`src/rtl/pattern_loader_pkg.sv`:
```
// Shared types for the pattern RAM loader: FSM states, error codes and
// the frame word-count decode.
package pattern_loader_pkg;

   typedef enum logic [2:0] {
      ST_IDLE    = 3'd0,
      ST_ADDR    = 3'd1,
      ST_COUNT   = 3'd2,
      ST_DATA_HI = 3'd3,
      ST_DATA_LO = 3'd4,
      ST_CHK     = 3'd5
   } state_e;

   localparam logic [1:0] ERR_NONE     = 2'b00;
   localparam logic [1:0] ERR_CHECKSUM = 2'b01;
   localparam logic [1:0] ERR_TIMEOUT  = 2'b10;

   // COUNT=0 encodes a full frame: 256 words, or the RAM depth if smaller.
   function automatic logic [8:0] frame_words(
      input logic [7:0]  count,
      input int unsigned aw
   );
      logic [8:0] full;
      full = (aw >= 8) ? 9'd256 : 9'(1 << aw);
      return (count == 8'd0) ? full : {1'b0, count};
   endfunction

endpackage

```
`src/rtl/pattern_loader_timeout.sv`:
```
// Inter-byte watchdog: counts idle clocks while enabled and flags the
// cycle in which the count reaches TIMEOUT_CYCLES-1 without a clear.
module loader_timeout #(
   parameter int TIMEOUT_CYCLES = 1_000_000
) (
   input  logic i_clk,
   input  logic i_rst,
   input  logic i_clear,
   input  logic i_enable,
   output logic o_expired
);

   localparam int CW = $clog2(TIMEOUT_CYCLES);
   localparam logic [CW-1:0] LAST = CW'(TIMEOUT_CYCLES - 1);

   logic [CW-1:0] cnt_q;
   logic [CW-1:0] cnt_d;

   assign o_expired = i_enable && !i_clear && (cnt_q == LAST);

   always_comb begin
      cnt_d = cnt_q + 1'b1;
      if (i_clear || !i_enable || o_expired) begin
         cnt_d = '0;
      end
   end

   always_ff @(posedge i_clk) begin
      if (i_rst) begin
         cnt_q <= '0;
      end else begin
         cnt_q <= cnt_d;
      end
   end

endmodule

```
`src/rtl/pattern_loader.sv`:
```
// Parses framed load commands from a byte stream into pattern RAM writes,
// holding playback off (o_busy) while a frame is in flight.
module pattern_loader
   import pattern_loader_pkg::*;
#(
   parameter int         ADDR_WIDTH     = 8,
   parameter logic [7:0] SYNC_BYTE      = 8'hA5,
   parameter int         TIMEOUT_CYCLES = 1_000_000
) (
   input  logic                  i_clk,
   input  logic                  i_rst,
   input  logic [7:0]            i_byte,
   input  logic                  i_byte_valid,
   output logic                  o_wr_en,
   output logic [ADDR_WIDTH-1:0] o_wr_addr,
   output logic [15:0]           o_wr_data,
   output logic                  o_busy,
   output logic                  o_done,
   output logic                  o_error,
   output logic [1:0]            o_error_code
);

   state_e                state_q, state_d;
   logic [ADDR_WIDTH-1:0] ptr_q, ptr_d;
   logic [8:0]            cnt_q, cnt_d;
   logic [7:0]            hi_q, hi_d;
   logic [7:0]            sum_q, sum_d;
   logic [7:0]            sum_nxt;

   logic                  wr_en_q, wr_en_d;
   logic [ADDR_WIDTH-1:0] wr_addr_q, wr_addr_d;
   logic [15:0]           wr_data_q, wr_data_d;
   logic                  busy_q, busy_d;
   logic                  done_q, done_d;
   logic                  err_q, err_d;
   logic [1:0]            code_q, code_d;

   logic                  expired;

   loader_timeout #(
      .TIMEOUT_CYCLES(TIMEOUT_CYCLES)
   ) u_timeout (
      .i_clk    (i_clk),
      .i_rst    (i_rst),
      .i_clear  (i_byte_valid),
      .i_enable (state_q != ST_IDLE),
      .o_expired(expired)
   );

   assign sum_nxt = sum_q + i_byte;

   always_comb begin
      state_d   = state_q;
      ptr_d     = ptr_q;
      cnt_d     = cnt_q;
      hi_d      = hi_q;
      sum_d     = sum_q;
      wr_en_d   = 1'b0;
      wr_addr_d = wr_addr_q;
      wr_data_d = wr_data_q;
      busy_d    = busy_q;
      done_d    = 1'b0;
      err_d     = 1'b0;
      code_d    = code_q;

      if (i_byte_valid) begin
         unique case (state_q)
            ST_IDLE: begin
               if (i_byte == SYNC_BYTE) begin
                  state_d = ST_ADDR;
                  busy_d  = 1'b1;
                  sum_d   = 8'd0;
               end
            end
            ST_ADDR: begin
               ptr_d   = ADDR_WIDTH'(i_byte);
               sum_d   = sum_nxt;
               state_d = ST_COUNT;
            end
            ST_COUNT: begin
               cnt_d   = frame_words(i_byte, ADDR_WIDTH);
               sum_d   = sum_nxt;
               state_d = ST_DATA_HI;
            end
            ST_DATA_HI: begin
               hi_d    = i_byte;
               sum_d   = sum_nxt;
               state_d = ST_DATA_LO;
            end
            ST_DATA_LO: begin
               wr_en_d   = 1'b1;
               wr_addr_d = ptr_q;
               wr_data_d = {hi_q, i_byte};
               ptr_d     = ptr_q + 1'b1;
               cnt_d     = cnt_q - 9'd1;
               sum_d     = sum_nxt;
               state_d   = (cnt_q == 9'd1) ? ST_CHK : ST_DATA_HI;
            end
            ST_CHK: begin
               state_d = ST_IDLE;
               busy_d  = 1'b0;
               if (sum_nxt == 8'd0) begin
                  done_d = 1'b1;
               end else begin
                  err_d  = 1'b1;
                  code_d = ERR_CHECKSUM;
               end
            end
            default: begin
               state_d = ST_IDLE;
               busy_d  = 1'b0;
            end
         endcase
      end else if (expired) begin
         state_d = ST_IDLE;
         busy_d  = 1'b0;
         err_d   = 1'b1;
         code_d  = ERR_TIMEOUT;
      end
   end

   always_ff @(posedge i_clk) begin
      if (i_rst) begin
         state_q   <= ST_IDLE;
         ptr_q     <= '0;
         cnt_q     <= '0;
         hi_q      <= '0;
         sum_q     <= '0;
         wr_en_q   <= 1'b0;
         wr_addr_q <= '0;
         wr_data_q <= '0;
         busy_q    <= 1'b0;
         done_q    <= 1'b0;
         err_q     <= 1'b0;
         code_q    <= ERR_NONE;
      end else begin
         state_q   <= state_d;
         ptr_q     <= ptr_d;
         cnt_q     <= cnt_d;
         hi_q      <= hi_d;
         sum_q     <= sum_d;
         wr_en_q   <= wr_en_d;
         wr_addr_q <= wr_addr_d;
         wr_data_q <= wr_data_d;
         busy_q    <= busy_d;
         done_q    <= done_d;
         err_q     <= err_d;
         code_q    <= code_d;
      end
   end

   assign o_wr_en      = wr_en_q;
   assign o_wr_addr    = wr_addr_q;
   assign o_wr_data    = wr_data_q;
   assign o_busy       = busy_q;
   assign o_done       = done_q;
   assign o_error      = err_q;
   assign o_error_code = code_q;

endmodule

```
`config.mk`:
```
export PLATFORM = sky130hd
export DESIGN_NAME = pattern_loader
export DESIGN_NICKNAME = d
export VERILOG_FILES = /design/src/rtl/pattern_loader_pkg.sv /design/src/rtl/pattern_loader_timeout.sv /design/src/rtl/pattern_loader.sv
export SDC_FILE = /design/constraint.sdc
export NUM_CORES = 1
export LEC_CHECK = 0
export BUFFER_PORTS_ARGS = -buffer_cell sky130_fd_sc_hd__buf_4
export CAP_MARGIN = 30
export CORE_UTILIZATION = 60
export CTS_CLUSTER_DIAMETER = 120
export DETAILED_ROUTE_END_ITERATION = 6
export PLACE_DENSITY_LB_ADDON = 0.25
export SETUP_SLACK_MARGIN = 0.5
export SYNTH_ARGS = -nofsm -noshare
export SYNTH_HDL_FRONTEND = slang
export SYNTH_SLANG_ARGS = --single-unit
```
`constraint.sdc`:
```
create_clock -name i_clk -period 7.1 [get_ports i_clk]
set_input_delay 1.065 -clock i_clk [delete_from_list [all_inputs] [get_ports i_clk]]
set_output_delay 1.065 -clock i_clk [all_outputs]
set_load 0.005 [all_outputs]
```
==> flow_metrics.env, run 1 <==
export IMPL_period_minus_slack_ns=3.01
export IMPL_critPathLaunchType="input pin"
export IMPL_seq_power_share=0.533
export IMPL_syn_area_um2=4070
export IMPL_clk_latency_ns=0.36
export IMPL_firstDrtPassIters=7
export IMPL_path_class="input pin to register"
export IMPL_wl_per_cell_um=15.1
export IMPL_p_leak_nw=1.61
export IMPL_setup_viol_count_final=0
export IMPL_peakVddDrop_uv=164
export IMPL_die_height_um=84.4
export IMPL_grt_max_degree=68
export IMPL_fp_dieW_um=84.4
export IMPL_drt_total_wl_um=9150
export IMPL_skew_ns=0.00996
export IMPL_end_kind="register"
export IMPL_grt_pass1_vias=3209
export IMPL_crit_chain="buf_4 > ha_1 > fa_1 > a211oi_2 > o21ba_2 > o221ai_2 > or4_4 > a32o_1"
export IMPL_final_common_cell="nand2_1"
export IMPL_layout_nets=547
export IMPL_timing_final_crit_share=0.424
export IMPL_cts_buffer_depth=2
export IMPL_rr_worst_depth=5
export IMPL_startpoint="i_byte[0]"
export IMPL_switching_share=0.231
export IMPL_design_area_um2=4590
export IMPL_postCtsHoldBufs=0
export IMPL_vias=3639
export IMPL_gp_congestion=0.871
export IMPL_cap_violations=0
export IMPL_route_detailed_drc=11
export IMPL_synth_fp_nets=522
export IMPL_root_buffer="clkbuf_8"
export IMPL_avgSynthCellArea_um2=8.15
export IMPL_placed_cell_area_um2=4360
export IMPL_ys_flop_type="dfxtp_1"
export IMPL_layout_common_cells="nand2_1 (92), dfxtp_1 (86), nor2_1 (55), a21oi_1 (53), buf_4 (40)"
export IMPL_hold_class="register to register"
export IMPL_failed_checks="DRC"
export IMPL_avgViaCountPerCell=6.00
export IMPL_core_um2=6460
export IMPL_clk_pin_slew_ns=0.09
export IMPL_drv_slew=0
export IMPL_yosysUniqueCellTypes=60
export IMPL_required_ns=7.35
export IMPL_grtUsageTotal=0.265
export IMPL_synth_edf_count=0
export IMPL_syn_instance_count=499
export IMPL_cts_buffers=9
export IMPL_r2r_start="state_q[2]"
export IMPL_p_int_uw=696
export IMPL_die_area_um2=7110
export IMPL_rsz0062_at_grt="no"
export IMPL_drt_initial_drc_count=316
export IMPL_critPathSlowestCell="or4_4"
export IMPL_cp_max_fo=7
export IMPL_antenna_cells=0
export IMPL_rows=29
export IMPL_outcome="finished, violations left"
export IMPL_io_pins=41
export IMPL_start_util=0.630
export IMPL_synthArstFlopShare=0
export IMPL_fmax_mhz=332
export IMPL_switchingPower_uw=209
export IMPL_powerDensity_nw_per_um2=197
export IMPL_grt_pass1_wl_um=15100
export IMPL_drive_above_1_share=0.130
export IMPL_final_antenna_net_count=0
export IMPL_hpwlAfterDp_um=6100
export IMPL_grt_antenna_before_repair=0
export IMPL_cts_sinks=86
export IMPL_nFillCells=534
export IMPL_synth_seq_area_share=0.423
export IMPL_cp_slowest_stage_delay_ns=0.53
export IMPL_area_delta_synth_final_pct=12.8
export IMPL_overflow=0
export IMPL_ys_warn_count=0
export IMPL_fin_setup_tns_ns=0
export IMPL_power_total_uw=906
export IMPL_cts_setup_buffers=0
export IMPL_r2r_setup_slack_ns=4.31
export IMPL_ys_ff_latch=86
export IMPL_hold_violations=0
export IMPL_cts_tree="yes"
export IMPL_worst_pin_slew_ns=0.989
export IMPL_r2r_end="ptr_q[0]"
export IMPL_max_slew_margin=0.338
export IMPL_pwr_share_clk=0.430
export IMPL_comb_power_share=0.037
export IMPL_endpoint="o_error_code[0]"
export IMPL_cts_resized=0
export IMPL_worstPathArrival_ns=3.26
export IMPL_htreeDepth=3
export IMPL_port_buffer_count=40
==> cells by family after synthesis <==
kind of cell,count (synthesis),share of synthesized area
muxes,1,0.00246
buffers and inverters,33,0.0323
xor gates and xnor gates,24,0.0517
AOI/OAI and AO/OA,112,0.175
and+or+nand+nor,231,0.277
DFF,86,0.423
adders and majority gates,12,0.0387
==> state kept, by name, summed over array words and instances, names as in the netlist <==
| name | cells |
|---|---|
| o_wr_data | 16 |
| state_q | 3 |
| cnt_q | 9 |
| u_timeout.cnt_q | 20 |
| o_wr_addr | 8 |
| o_error | 1 |
| sum_q | 8 |
| ptr_q | 8 |
| o_error_code | 2 |
| o_busy | 1 |
| o_wr_en | 1 |
| hi_q | 8 |
| o_done | 1 |
==> cells in the mapped netlist (all sizes together), types with 8 or more instances <==
cell type | n | area share
nand2 | 92 | 0.085
dfxtp | 86 | 0.42
nor2 | 55 | 0.051
a21oi | 53 | 0.065
clkbuf | 21 | 0.020
o21ai | 20 | 0.025
nand3 | 15 | 0.018
nor3 | 15 | 0.020
xor2 | 15 | 0.032
a22oi | 11 | 0.020
ha | 11 | 0.034
xnor2 | 9 | 0.019
nand4 | 8 | 0.012
==> power groups by stage <==
| stage | combinational [mW] | clock (mW) | sequential, mW |
|---|---|---|---|
| after floorplan | 0.0189 | 0 | 0.494 |
| after global placement | 0.0321 | 0 | 0.494 |
| after detailed placement | 0.0324 | 0 | 0.494 |
| after CTS | 0.0326 | 0.394 | 0.483 |
| after global routing | 0.0359 | 0.414 | 0.483 |
| final | 0.0331 | 0.390 | 0.483 |
==> worst max-delay path: cells and delay by family <==
family	cells	cell delay (ns)
compound gates	4	0.85
simple gates	1	0.53
fa+ha+maj	2	0.68
buf+inv	1	0.14
==> layout make-up <==
cell class                 count  area [um^2]  share of cell area
sequential                    86         1720               0.375
inverter                       7         26.3             0.00573
timing repair buffer          40          300              0.0654
tap                           77         96.3              0.0210
multi-input combinational    380         2220               0.483
clock buffer                   9          124              0.0270
clock inverter                 7          104              0.0226
==> how the worst min path moves through the flow <==
stage                       from            end  slack, ns  cells after the start
floorplan                hi_q[2]  o_wr_data[10]       0.43                      2
global placement         hi_q[5]  o_wr_data[13]       0.44                      2
detailed placement       hi_q[4]  o_wr_data[12]       0.44                      2
CTS                 o_wr_data[5]   o_wr_data[5]       0.46                      2
global route             hi_q[4]  o_wr_data[12]       0.47                      2
finish              o_wr_data[1]   o_wr_data[1]       0.46                      2
==> metrics by stage <==
step	cells	hold slack [ns]	setup WS, ns	util
floorplan	499	0.432	4.01	-
CTS	606	0.461	4.10	0.710
finish	606	0.458	4.09	0.710
detailed placement	590	0.443	3.73	0.675
global route	606	0.471	3.99	0.710
global placement	590	0.442	3.75	0.675
==> routing by layer <==
metal,vias to the layer above,wire length [um],track usage
met5,-,0,0
met4,0,182,0.112
met3,17,487,0.0393
met2,99,4410,0.439
met1,1714,4070,0.346
li1,1809,-,-
Note: power is estimated with default switching activity, not from simulation.
==> run 2: changes to the inputs <==
Settings changed: CORE_UTILIZATION 60 to 59.
Clock period 7.1 ns to 3.07 ns, I/O delays scaled along.
==> run 2 against run 1 <==
Against the previous run: the run now ends clean; critical path type is now register to register; critical path depth down 1; core utilization about the same; clock power up 140%; critical endpoint unchanged; clock skew up 0.0040 ns.
==> flow_metrics.env, run 2 (synthesized netlist as in run 1, its figures left out) <==
export IMPL_outcome="completed"
export IMPL_pwr_share_clk=0.435
export IMPL_clk_pin_slew_ns=0.10
export IMPL_p_leak_nw=1.63
export IMPL_drt_initial_drc_count=318
export IMPL_antenna_cells=0
export IMPL_largest_reg_flops=20
export IMPL_grt_max_degree=41
export IMPL_port_buffer_count=40
export IMPL_gp_congestion=0.885
export IMPL_grtUsageTotal=0.275
export IMPL_fin_setup_tns_ns=0
export IMPL_max_slew_margin=0.457
export IMPL_root_buffer="clkbuf_8"
export IMPL_die_height_um=85.0
export IMPL_drv_slew=0
export IMPL_hpwlAfterDp_um=6460
export IMPL_cts_buffer_depth=2
export IMPL_grt_pass1_wl_um=15800
export IMPL_clk_latency_ns=0.38
export IMPL_core_um2=6490
export IMPL_cp_max_fo=4
export IMPL_skew_ns=0.0140
export IMPL_cts_resized=0
export IMPL_worstPathArrival_ns=2.75
export IMPL_period_minus_slack_ns=2.48
export IMPL_cts_setup_buffers=0
export IMPL_cts_tree="yes"
export IMPL_io_pins=41
export IMPL_layout_common_cells="nand2_1 (92), dfxtp_1 (86), nor2_1 (55), a21oi_1 (53), buf_4 (43)"
export IMPL_die_area_um2=7230
export IMPL_placedCellCount=593
export IMPL_wl_per_cell_um=15.6
export IMPL_end_kind="register"
export IMPL_drt_total_wl_um=9510
export IMPL_cap_violations=0
export IMPL_required_ns=3.34
export IMPL_whs_path_depth=3
export IMPL_cts_sinks=86
export IMPL_start_util=0.626
export IMPL_cts_buffers=9
export IMPL_grt_antenna_before_repair=0
export IMPL_critPathLaunchType="register"
export IMPL_final_antenna_net_count=0
export IMPL_route_detailed_drc=0
export IMPL_area_delta_synth_final_pct=13.3
export IMPL_fp_dieW_um=85.0
export IMPL_hold_class="input pin to register"
export IMPL_seq_power_share=0.528
export IMPL_rr_worst_depth=7
export IMPL_hold_violations=0
export IMPL_overflow=0
export IMPL_rsz0062_at_grt="no"
export IMPL_final_common_cell="nand2_1"
export IMPL_path_class="register to register"
export IMPL_powerDensity_nw_per_um2=458
export IMPL_largest_register="u_timeout.cnt_q"
export IMPL_p_int_mw=1.61
export IMPL_fmax_mhz=403
export IMPL_timing_final_crit_share=0.809
export IMPL_peakVddDrop_uv=268
export IMPL_switching_share=0.238
export IMPL_postCtsHoldBufs=0
export IMPL_htreeDepth=3
export IMPL_layout_nets=550
export IMPL_place_ws_ns=0.303
export IMPL_avgViaCountPerCell=6.06
export IMPL_grt_pass1_vias=3308
export IMPL_vias=3689
export IMPL_rows=29
export IMPL_worst_pin_slew_ns=0.813
export IMPL_setup_viol_count_final=0
export IMPL_stdcell_count=609
export IMPL_drive_above_1_share=0.135
export IMPL_switchingPower_uw=502
export IMPL_comb_power_share=0.037
export IMPL_firstDrtPassIters=6
export IMPL_setup_ws_ns=0.587
-- run 2: path summary, 6_finish.rpt --
check	startpoint	end	slack, ns
setup / recovery	sum_q[0]	o_error_code[0]	0.59
hold / removal	i_byte[7]	o_wr_data[7]	0.38
setup reg to reg	sum_q[0]	o_error_code[0]	0.59
hold reg to reg	o_wr_addr[2]	o_wr_addr[2]	0.46
-- run 2: per-stage QoR --
step                      area, um^2  power, mW  hold slack [ns]   util
after floorplan                 4070       1.19            0.432      -
after global placement          4380       1.22            0.438  0.675
after detailed placement        4380       1.22            0.447  0.675
after CTS                       4610       2.12            0.372  0.710
after global routing            4610       2.17            0.392  0.710
final                           4610       2.11            0.379  0.710
-- run 2: cell type report --
cell class              instances  area (um^2)
well taps                      77         96.3
clock inverters                 7          105
multi-input cells             380         2220
inverters                       7         26.3
repair buffers                 43          323
fillers                       560         1880
clock buffers                   9          124
flip-flops and latches         86         1720
-- run 2: critical path, cell delays in order (launching register included) --
cell,delay (ns)
dfxtp_1,0.32
ha_1,0.23
fa_1,0.42
a211oi_2,0.34
o21ba_2,0.23
o221ai_2,0.09
or4_4,0.53
a32o_1,0.22
-- run 2: power by group through the flow --
| stage | logic, mW | registers, mW | clock network (mW) |
|---|---|---|---|
| finish | 0.0778 | 1.12 | 0.920 |
| global route | 0.0839 | 1.12 | 0.972 |
| CTS | 0.0765 | 1.12 | 0.926 |
| detailed placement | 0.0764 | 1.14 | 0 |
| global placement | 0.0748 | 1.14 | 0 |
| floorplan | 0.0437 | 1.14 | 0 |
-- run 2: layer usage --
metal  share of wire  wire length (um)  up-vias  global-route usage
met5               0                 0        -                   0
met4           0.016               151        0               0.114
met3           0.069               654       13              0.0360
met2            0.49              4630      146               0.465
met1            0.43              4070     1715               0.356
li1                -                 -     1815                   -
==> run 3: changes to the inputs <==
Settings changed: CORE_UTILIZATION 59 to 53.
Clock period 3.07 ns to 2.23 ns, I/O delays scaled along.
==> run 3 against run 2 <==
Against the previous run: the run now ends with setup timing left; clock power is 13% higher; worst hold slack worse by 0.11 ns; largest power group unchanged; register-to-register slack worse by 0.65 ns; core utilization is 2.0 points lower; highest routed layer unchanged.
==> flow_metrics.env, run 3 (synthesized netlist as in run 1, its figures left out) <==
export IMPL_outcome="finished, violations left"
export IMPL_failed_checks="setup timing"
export IMPL_rsz0062_at_grt="yes"
export IMPL_root_buffer="clkbuf_8"
export IMPL_grt_pass1_wl_um=15200
export IMPL_final_common_cell="nand2_1"
export IMPL_final_antenna_net_count=0
export IMPL_worstPathArrival_ns=2.55
export IMPL_clk_pin_slew_ns=0.10
export IMPL_path_buf_inv=0
export IMPL_required_ns=2.49
export IMPL_postCtsHoldBufs=0
export IMPL_cap_violations=0
export IMPL_avgViaCountPerCell=5.71
export IMPL_peakVddDrop_uv=325
export IMPL_critPathLaunchType="register"
export IMPL_rr_worst_depth=7
export IMPL_multiInputGateArea_um2=2420
export IMPL_cp_slowest_stage_delay_ns=0.53
export IMPL_end_kind="register"
export IMPL_rows=31
export IMPL_area_delta_synth_final_pct=24.3
export IMPL_largest_register="u_timeout.cnt_q"
export IMPL_fin_util=0.690
export IMPL_setup_ws_ns=-0.0600
export IMPL_stdcell_count=661
export IMPL_hold_violations=0
export IMPL_htreeDepth=3
export IMPL_drt_total_wl_um=9540
export IMPL_p_leak_nw=1.79
export IMPL_gp_congestion=0.885
export IMPL_max_slew_margin=0.684
export IMPL_core_um2=7330
export IMPL_design_area_um2=5060
export IMPL_drv_slew=0
export IMPL_hold_class="input pin to register"
export IMPL_firstDrtPassIters=5
export IMPL_path_delay_family="simple AND/OR/NAND/NOR gates"
export IMPL_seq_area_um2=1750
export IMPL_grt_pass1_vias=3363
export IMPL_nFillCells=585
export IMPL_wl_per_cell_um=14.4
export IMPL_path_class="register to register"
export IMPL_io_pins=41
export IMPL_power_total_mw=2.71
export IMPL_vias=3776
export IMPL_crit_cells=7
export IMPL_drive_above_1_share=0.260
export IMPL_setup_viol_count_final=3
export IMPL_timing_final_crit_share=1.03
export IMPL_fp_dieW_um=89.6
export IMPL_whs_ns=0.270
export IMPL_cts_buffers=9
export IMPL_grt_max_degree=47
export IMPL_layout_nets=580
export IMPL_period_minus_slack_ns=2.29
export IMPL_skew_ns=0.0139
export IMPL_placedCellCount=641
export IMPL_port_buffer_count=40
export IMPL_cts_tree="yes"
export IMPL_cp_max_fo=4
export IMPL_r2r_setup_slack_ns=-0.06
export IMPL_start_util=0.555
export IMPL_largest_reg_flops=20
export IMPL_die_height_um=89.6
export IMPL_place_ws_ns=-0.243
export IMPL_placed_cell_area_um2=4620
export IMPL_antenna_cells=0
export IMPL_whs_path_depth=3
export IMPL_grtUsageTotal=0.248
export IMPL_hpwlAfterDp_um=6760
export IMPL_route_detailed_drc=0
export IMPL_crit_chain="ha_4 > fa_2 > a211oi_4 > nor4b_2 > nand4b_1 > or4_4 > a32o_1"
export IMPL_cts_buffer_depth=2
export IMPL_drt_initial_drc_count=188
export IMPL_cts_sinks=86
export IMPL_overflow=0
export IMPL_fin_setup_tns_ns=-0.129
export IMPL_layout_common_cells="nand2_1 (90), dfxtp_1 (74), buf_4 (71), nor2_1 (53), a21oi_1 (51)"
export IMPL_clk_latency_ns=0.37
export IMPL_grt_antenna_before_repair=0
export IMPL_fmax_mhz=437
export IMPL_worst_pin_slew_ns=0.474
export IMPL_die_area_um2=8030
export IMPL_critPathSlowestCell="or4_4"
export IMPL_powerDensity_nw_per_um2=536
-- run 3: metal layers --
| layer | track usage | up-vias | wire [um] |
|---|---|---|---|
| met1 | 0.302 | 1774 | 4160 |
| li1 | - | 1875 | - |
| met3 | 0.0548 | 22 | 475 |
| met5 | 0 | - | 0 |
| met4 | 0.0938 | 0 | 181 |
| met2 | 0.430 | 105 | 4720 |
-- run 3: worst min-delay path: stages --
cell     delay [ns]
buf_4          0.15
nand2_1        0.06
a21oi_1        0.05
-- run 3: final timing paths --
kind / from / endpoint
setup / recovery: sum_q[0] / o_error_code[0]
hold / removal: i_byte[7] / hi_q[7]
setup reg to reg: sum_q[0] / o_error_code[0]
hold reg to reg: o_wr_data[0] / o_wr_data[0]
-- run 3: cell type report --
class	instances	share of cell area
inverters	7	0.00520
well taps	99	0.0245
multi-input cells	380	0.478
clock buffers	9	0.0245
flip-flops and latches	86	0.345
repair buffers	73	0.110
clock inverters	7	0.0124
-- run 3: repair_timing --
action | CTS | global route
gates resized for setup | 26 | 28
pin swaps | 11 | 14
setup buffers | 1 | 3
endpoints found under the setup margin | 39 | 46
-- run 3: report_power, final --
part           internal, mW  switching [mW]
clock                 0.427           0.615
combinational        0.0540          0.0811
sequential             1.53         0.00162
